`src/rtl/seu_npu_sync_pkg.sv`:
```
`default_nettype none
// ============================================================================
//  Module      : seu_npu_sync_pkg
//  Description : Shared constants and helpers for the clk_cal event
//                synchroniser: edge-mode encodings, the minimum synchroniser
//                depth and a constant-evaluable ceil(log2) width function.
//  Revision    : 1.0 - initial release
// ============================================================================
package seu_npu_sync_pkg;

    // Per-channel edge-mode encodings (edge_mode[2c+1:2c])
    localparam logic [1:0] EVT_MODE_LVL  = 2'b00;
    localparam logic [1:0] EVT_MODE_RISE = 2'b01;
    localparam logic [1:0] EVT_MODE_FALL = 2'b10;
    localparam logic [1:0] EVT_MODE_BOTH = 2'b11;

    // Fewer than two flops gives no meaningful metastability protection
    localparam int c_SYNC_STG_MIN = 2;

    // ceil(log2(value)); returns 0 for value <= 1
    function automatic int clog2w(input int value);
        int r;
        r = 0;
        for (int i = 0; i < 31; i++) begin
            if ((1 << i) < value) begin
                r = i + 1;
            end
        end
        return r;
    endfunction

endpackage : seu_npu_sync_pkg
`default_nettype wire

```
`src/rtl/seu_npu_evt_ch.sv`:
```
`default_nettype none
// ============================================================================
//  Module      : seu_npu_evt_ch
//  Description : One event-synchroniser channel: SYNC_STG-deep synchroniser,
//                optional glitch filter, edge-mode selection, sticky pending
//                and overflow flags with clear handshake.
//                Optional saturating event counter when SEU_NPU_EVT_CNT_EN
//                is defined.
//  Revision    : 1.0 - initial release
// ============================================================================
module seu_npu_evt_ch
    import seu_npu_sync_pkg::*;
#(
    parameter int SYNC_STG = 2,
    parameter int FLT_LEN  = 0,
    parameter int CNT_W    = 4
) (
    input  logic             clk_cal,
    input  logic             rst,
    input  logic             async_in,
    input  logic [1:0]       edge_mode,
    input  logic             evt_clr,
    output logic             evt_pulse,
    output logic             evt_level,
    output logic             evt_pend,
`ifdef SEU_NPU_EVT_CNT_EN
    output logic             evt_ovf,
    output logic [CNT_W-1:0] evt_cnt
`else
    output logic             evt_ovf
`endif
);

    // Filter counter must hold 0..FLT_LEN and is never narrower than one bit
    localparam int c_FW = (clog2w(FLT_LEN + 1) < 1) ? 1 : clog2w(FLT_LEN + 1);
    localparam logic [c_FW-1:0] c_FLT_MAX = c_FW'(FLT_LEN);

    // Elaboration-time rejection of unusable configurations
    if (SYNC_STG < c_SYNC_STG_MIN || FLT_LEN < 0 || CNT_W < 1) begin : g_bad_param
        $error("seu_npu_evt_ch: illegal SYNC_STG/FLT_LEN/CNT_W");
    end

    logic [SYNC_STG-1:0] r_sync;
    logic                r_f;
    logic                r_f_d;
    logic [c_FW-1:0]     r_flt_cnt;
    logic                r_pend;
    logic                r_ovf;
    logic                w_s;
    logic                w_pulse;

    assign w_s = r_sync[SYNC_STG-1];

    // Synchroniser shift chain; sync[0] captures the asynchronous line
    always_ff @(posedge clk_cal) begin
        if (rst) begin
            r_sync <= '0;
        end else begin
            r_sync <= {r_sync[SYNC_STG-2:0], async_in};
        end
    end

    // Glitch filter: accept a new level only after FLT_LEN+1 agreeing cycles
    always_ff @(posedge clk_cal) begin
        if (rst) begin
            r_f       <= 1'b0;
            r_flt_cnt <= '0;
        end else if (w_s == r_f) begin
            r_flt_cnt <= '0;
        end else if (r_flt_cnt == c_FLT_MAX) begin
            r_f       <= w_s;
            r_flt_cnt <= '0;
        end else begin
            r_flt_cnt <= r_flt_cnt + c_FW'(1);
        end
    end

    // Delayed filtered level for edge detection
    always_ff @(posedge clk_cal) begin
        if (rst) begin
            r_f_d <= 1'b0;
        end else begin
            r_f_d <= r_f;
        end
    end

    // Edge detection from registers only, so a mode change cannot glitch
    always_comb begin
        w_pulse = 1'b0;
        case (edge_mode)
            EVT_MODE_LVL:  w_pulse = r_f;
            EVT_MODE_RISE: w_pulse = r_f & ~r_f_d;
            EVT_MODE_FALL: w_pulse = ~r_f & r_f_d;
            EVT_MODE_BOTH: w_pulse = r_f ^ r_f_d;
            default:       w_pulse = 1'b0;
        endcase
    end

    // Pending/overflow handshake; a new event always beats a clear
    always_ff @(posedge clk_cal) begin
        if (rst) begin
            r_pend <= 1'b0;
            r_ovf  <= 1'b0;
        end else if (w_pulse) begin
            r_pend <= 1'b1;
            if (evt_clr) begin
                r_ovf <= 1'b0;
            end else if (r_pend && (edge_mode != EVT_MODE_LVL)) begin
                r_ovf <= 1'b1;
            end
        end else if (evt_clr) begin
            r_pend <= 1'b0;
            r_ovf  <= 1'b0;
        end
    end

`ifdef SEU_NPU_EVT_CNT_EN
    logic [CNT_W-1:0] r_cnt;

    // Saturating strobe counter; clear together with a strobe restarts at 1
    always_ff @(posedge clk_cal) begin
        if (rst) begin
            r_cnt <= '0;
        end else if (evt_clr) begin
            r_cnt <= w_pulse ? CNT_W'(1) : '0;
        end else if (w_pulse && (r_cnt != {CNT_W{1'b1}})) begin
            r_cnt <= r_cnt + CNT_W'(1);
        end
    end

    assign evt_cnt = r_cnt;
`endif

    assign evt_pulse = w_pulse;
    assign evt_level = r_f;
    assign evt_pend  = r_pend;
    assign evt_ovf   = r_ovf;

endmodule : seu_npu_evt_ch
`default_nettype wire

```
`src/rtl/seu_npu_evt_sync.sv`:
```
`default_nettype none
// ============================================================================
//  Module      : seu_npu_evt_sync
//  Description : CH_NUM-channel event synchroniser for the clk_cal domain.
//                Feeds the PE control FSMs with filtered levels, edge strobes
//                and sticky pending/overflow flags.
//                Optional feature macro: SEU_NPU_EVT_CNT_EN adds evt_cnt, a
//                per-channel saturating CNT_W-bit event counter.
//  Revision    : 1.0 - initial release
// ============================================================================
module seu_npu_evt_sync
    import seu_npu_sync_pkg::*;
#(
    parameter int CH_NUM   = 8,
    parameter int SYNC_STG = 2,
    parameter int FLT_LEN  = 0,
    parameter int CNT_W    = 4
) (
    input  logic                    clk_cal,
    input  logic                    rst,
    input  logic [CH_NUM-1:0]       async_in,
    input  logic [2*CH_NUM-1:0]     edge_mode,
    input  logic [CH_NUM-1:0]       evt_clr,
    output logic [CH_NUM-1:0]       evt_pulse,
    output logic [CH_NUM-1:0]       evt_level,
    output logic [CH_NUM-1:0]       evt_pend,
    output logic [CH_NUM-1:0]       evt_ovf,
`ifdef SEU_NPU_EVT_CNT_EN
    output logic                    evt_any,
    output logic [CH_NUM*CNT_W-1:0] evt_cnt
`else
    output logic                    evt_any
`endif
);

    // Elaboration-time channel-count range check
    if (CH_NUM < 1 || CH_NUM > 32) begin : g_bad_ch_num
        $error("seu_npu_evt_sync: CH_NUM must be 1..32");
    end

    // One independent synchroniser per channel
    for (genvar g = 0; g < CH_NUM; g++) begin : g_ch
        seu_npu_evt_ch #(
            .SYNC_STG (SYNC_STG),
            .FLT_LEN  (FLT_LEN),
            .CNT_W    (CNT_W)
        ) u_ch (
            .clk_cal   (clk_cal),
            .rst       (rst),
            .async_in  (async_in[g]),
            .edge_mode (edge_mode[2*g +: 2]),
            .evt_clr   (evt_clr[g]),
            .evt_pulse (evt_pulse[g]),
            .evt_level (evt_level[g]),
            .evt_pend  (evt_pend[g]),
`ifdef SEU_NPU_EVT_CNT_EN
            .evt_ovf   (evt_ovf[g]),
            .evt_cnt   (evt_cnt[g*CNT_W +: CNT_W])
`else
            .evt_ovf   (evt_ovf[g])
`endif
        );
    end

    assign evt_any = |evt_pend;

endmodule : seu_npu_evt_sync
`default_nettype wire

```
`config.mk`:
```
export PLATFORM = sky130hd
export DESIGN_NAME = seu_npu_evt_sync
export DESIGN_NICKNAME = d
export VERILOG_FILES = /design/src/rtl/seu_npu_sync_pkg.sv /design/src/rtl/seu_npu_evt_ch.sv /design/src/rtl/seu_npu_evt_sync.sv
export SDC_FILE = /design/constraint.sdc
export NUM_CORES = 1
export LEC_CHECK = 0
export ABC_CLOCK_PERIOD_IN_PS = 1780
export BUFFER_PORTS_ARGS = -buffer_cell sky130_fd_sc_hd__buf_2
export CAP_MARGIN = 10
export CORE_ASPECT_RATIO = 1.25
export CORE_MARGIN = 5
export CORE_UTILIZATION = 40
export DETAILED_ROUTE_END_ITERATION = 16
export PLACE_DENSITY = 0.65
export RECOVER_POWER = 100
export SKIP_CTS_REPAIR_TIMING = 1
export SLEW_MARGIN = 10
export SYNTH_ARGS = -nofsm -noshare
export SYNTH_HDL_FRONTEND = slang
export SYNTH_SLANG_ARGS = --single-unit
```
`constraint.sdc`:
```
create_clock -name clk_cal -period 1.78 [get_ports clk_cal]
set_input_delay 0.356 -clock clk_cal [delete_from_list [all_inputs] [get_ports clk_cal]]
set_output_delay 0.356 -clock clk_cal [all_outputs]
set_load 0.03 [all_outputs]
```
==> metrics.md <==
| Metric | Value |
|---|---|
| Crit path DAT | 1420 ps |
| I/O pins | 67 |
| Drt initial violations | 83 |
| CP max stage cell | dfxtp_4 |
| Commonest non-fill, non-tap cell in the layout | buf_2 |
| Starting Density | 40.9% |
| Total number of yosys warnings | 0 |
| FP Rows | 32 |
| Number of fill cells | 590 |
| Hold Path Class | input port to flip-flop |
| Final worst path period share | 100% |
| Minimum clock period | 1780 ps |
| Reg clk slew, reported paths | 90 ps |
| Vert. Die Dim | 98.7 um |
| Post-synthesis instance total | 261 |
| Die Width | 81.0 um |
| CTS Buffer Depth | 2 |
| Global Route Usage Sum | 11.9% |
| Drt total wl | 5380 um |
| Area of the core | 6170 sq um |
| Post-synth top area cell | dfxtp_1 |
| Fin. Hold Viols | 0 |
| Avg Inst Size Synth | 9.65 sq um |
| Post-synth top area share | 44.5% |
| DRC viols | 0 |
| Seq/Total Area, Yosys | 44.5% |
| Layout Cells excl Fill | 411 |
| FF-to-FF setup slack | 470 ps |
| Via Count | 1928 |
| Largest stage delay, worst path | 380 ps |
| Crit path launch | g_ch[6].u_ch.evt_level$_SDFFE_PP0P_ |
| Final setup fails | 0 |
| TritonRoute pass-1 iters | 4 |
| CP Cell Sequence | inv_1 > ha_2 > mux2_4 > nand2_2 > nand2_1 > buf_6 |
| Min-delay src | evt_clr[2] |
| RSZ-0062 raised after global routing | yes |
| Worst relative slew slack | 49.9% |
| Vias/cell | 4.69 |
| Clk root buf | clkbuf_8 |
| Antenna violations before repair | 0 |
| Fmax | 562 MHz |
| Worst-Margin Slew | 752 ps |
| FF-to-FF Start | g_ch[0].u_ch.r_f_d$_SDFF_PP0_ |
| Top cells by area, synth | dfxtp_1 (44%), buf_4 (9.5%), ha_1 (7.9%) |
| H-Tree Depth | 2 |
| Fin nets | 376 |
| CTS Sinks | 56 |
| First-pass GRT wire length | 7560 um |
| Remaining Overflow, GRT | 0 |
| Pwr dens | 725 nW/um^2 |
| Port-buffer cells | 66 |
| Synthesized area | 2520 sq um |
| Synth unique cells | 23 |
| Largest net degree at the start of global routing | 33 |
| Maxcap violations | 0 |
| Die footprint | 8000 sq um |
| Worst-skew pair later-pin latency | 290 ps |
| #FFs+latches synth | 56 |
| Final HPWL DP | 3570 um |
| Routability cong. | 0.799 |
| Post-route ant nets | 0 |
| Worst-case reg-to-reg path depth | 6 |
| Crit-path max FO | 5 |
| Number of global-route vias before repair | 1774 |
| Clk_skew | 3.87 ps |
| IR drop worst, VDD | 0.446 mV |
| Lkg Pwr | 0.00144 uW |
| Required @ worst endpoint | 1420 ps |
| N_diodes | 0 |
| Final setup TNS | 0 ps |
| Slew Viols, Final | 0 |
| Most frequent cells in the layout | buf_2 (57), dfxtp_1 (41), buf_4 (22) |
| Startpoint types | flip-flop |
| Area Growth Syn to Fin | 30.3% |
| Status | completed |
| Worst setup EP type | primary output |
| Post-Place Worst Slack | 167 ps |
| Placed insts | 384 |
| CTS buffer count | 5 |
| Fraction of final layout cells sized beyond drive strength 1 | 50.0% |
| WL/cell | 13.1 um |
| Hold path cells | 2 |
| PnR worst setup slack | 0.276 ps |
| TritonCTS clock tree | yes |
| Critical path class | flip-flop to primary output |
[final timing paths]
kind | end
worst min-delay path | g_ch[2].u_ch.evt_ovf$_SDFFE_PP0P_
worst min register to register | g_ch[4].u_ch.r_sync[1]$_SDFF_PP0_
worst max register to register | g_ch[0].u_ch.evt_pend$_SDFFE_PP0P_
worst max-delay path | evt_pulse[6]
[report_power, final]
| group | internal [uW] | switching, uW |
|---|---|---|
| clock network | 347 | 371 |
| logic | 148 | 195 |
| registers | 1290 | 33.4 |
[cell usage after synthesis]
library cell,instances
dfxtp_1,56
buf_4,32
inv_1,24
nand2_1,23
nor2_1,18
nor2b_1,18
ha_1,16
a211oi_1,8
a41oi_1,8
mux2i_1,8
o2111ai_1,8
a31oi_1,6
mux2_1,6
nand2b_1,6
o211ai_1,6
o21ai_0,4
buf_2,3
a211oi_2,2
clkbuf_1,2
mux2_4,2
nor3_2,2
nor4_1,2
conb_1,1
[sequential cells by signal, indices dropped and copies added (netlist names)]
name and cells:
g_ch.u_ch.evt_level 8, g_ch.u_ch.evt_pend 8, g_ch.u_ch.r_sync 16, g_ch.u_ch.r_flt_cnt 8
g_ch.u_ch.evt_ovf 8, g_ch.u_ch.r_f_d 8
[logic make-up (layout without fill, tap and decap cells)]
group	count (synthesis)	after routing	share of synthesized area, %
mux	16	16	7.05
buf+inv	61	119	14.0
flops	56	56	44.5
other cells	1	8	0.149
simple gates	69	69	13.4
compound gates	42	42	13.0
fa+ha+maj	16	16	7.94
[layer usage]
metal / track usage (%) / vias to the layer above / wire length (um) / part of all wire (%)
li1: - / 981 / - / -
met5: 0 / - / 0 / 0
met2: 21.0 / 44 / 2910 / 54
met1: 13.5 / 898 / 2170 / 40
met4: 3.64 / 0 / 48 / 0.89
met3: 3.56 / 5 / 257 / 4.8
[metrics by stage]
stage          instance area, sq um  hold slack, ps  total power [uW]  utilization (%)
2_1_floorplan                  2550             414              1560                -
3_5_place_dp                   2750             422              1640             44.6
5_1_grt                        3280             203              2490             53.2
4_1_cts                        2840             212              2360             46.1
6_report                       3280             225              2380             53.2
3_3_place_gp                   2750             417              1640             44.6
[critical path: cells and delay by family, from the launching register on]
kind | cells | cell delay (ps)
mux | 1 | 260
flops | 1 | 380
simple gates | 2 | 120
buf+inv | 2 | 200
fa+ha+maj | 1 | 170
[layout make-up]
cell class                 count  area (sq um)  area share, %
clock buffer                   7          96.3           2.93
inverter                      24          92.6           2.82
multi-input combinational    151          1280           39.1
sequential                    56          1160           35.5
tap                           85           106           3.24
timing repair buffer          88           538           16.4
Note: power is estimated with default switching activity, not from simulation.
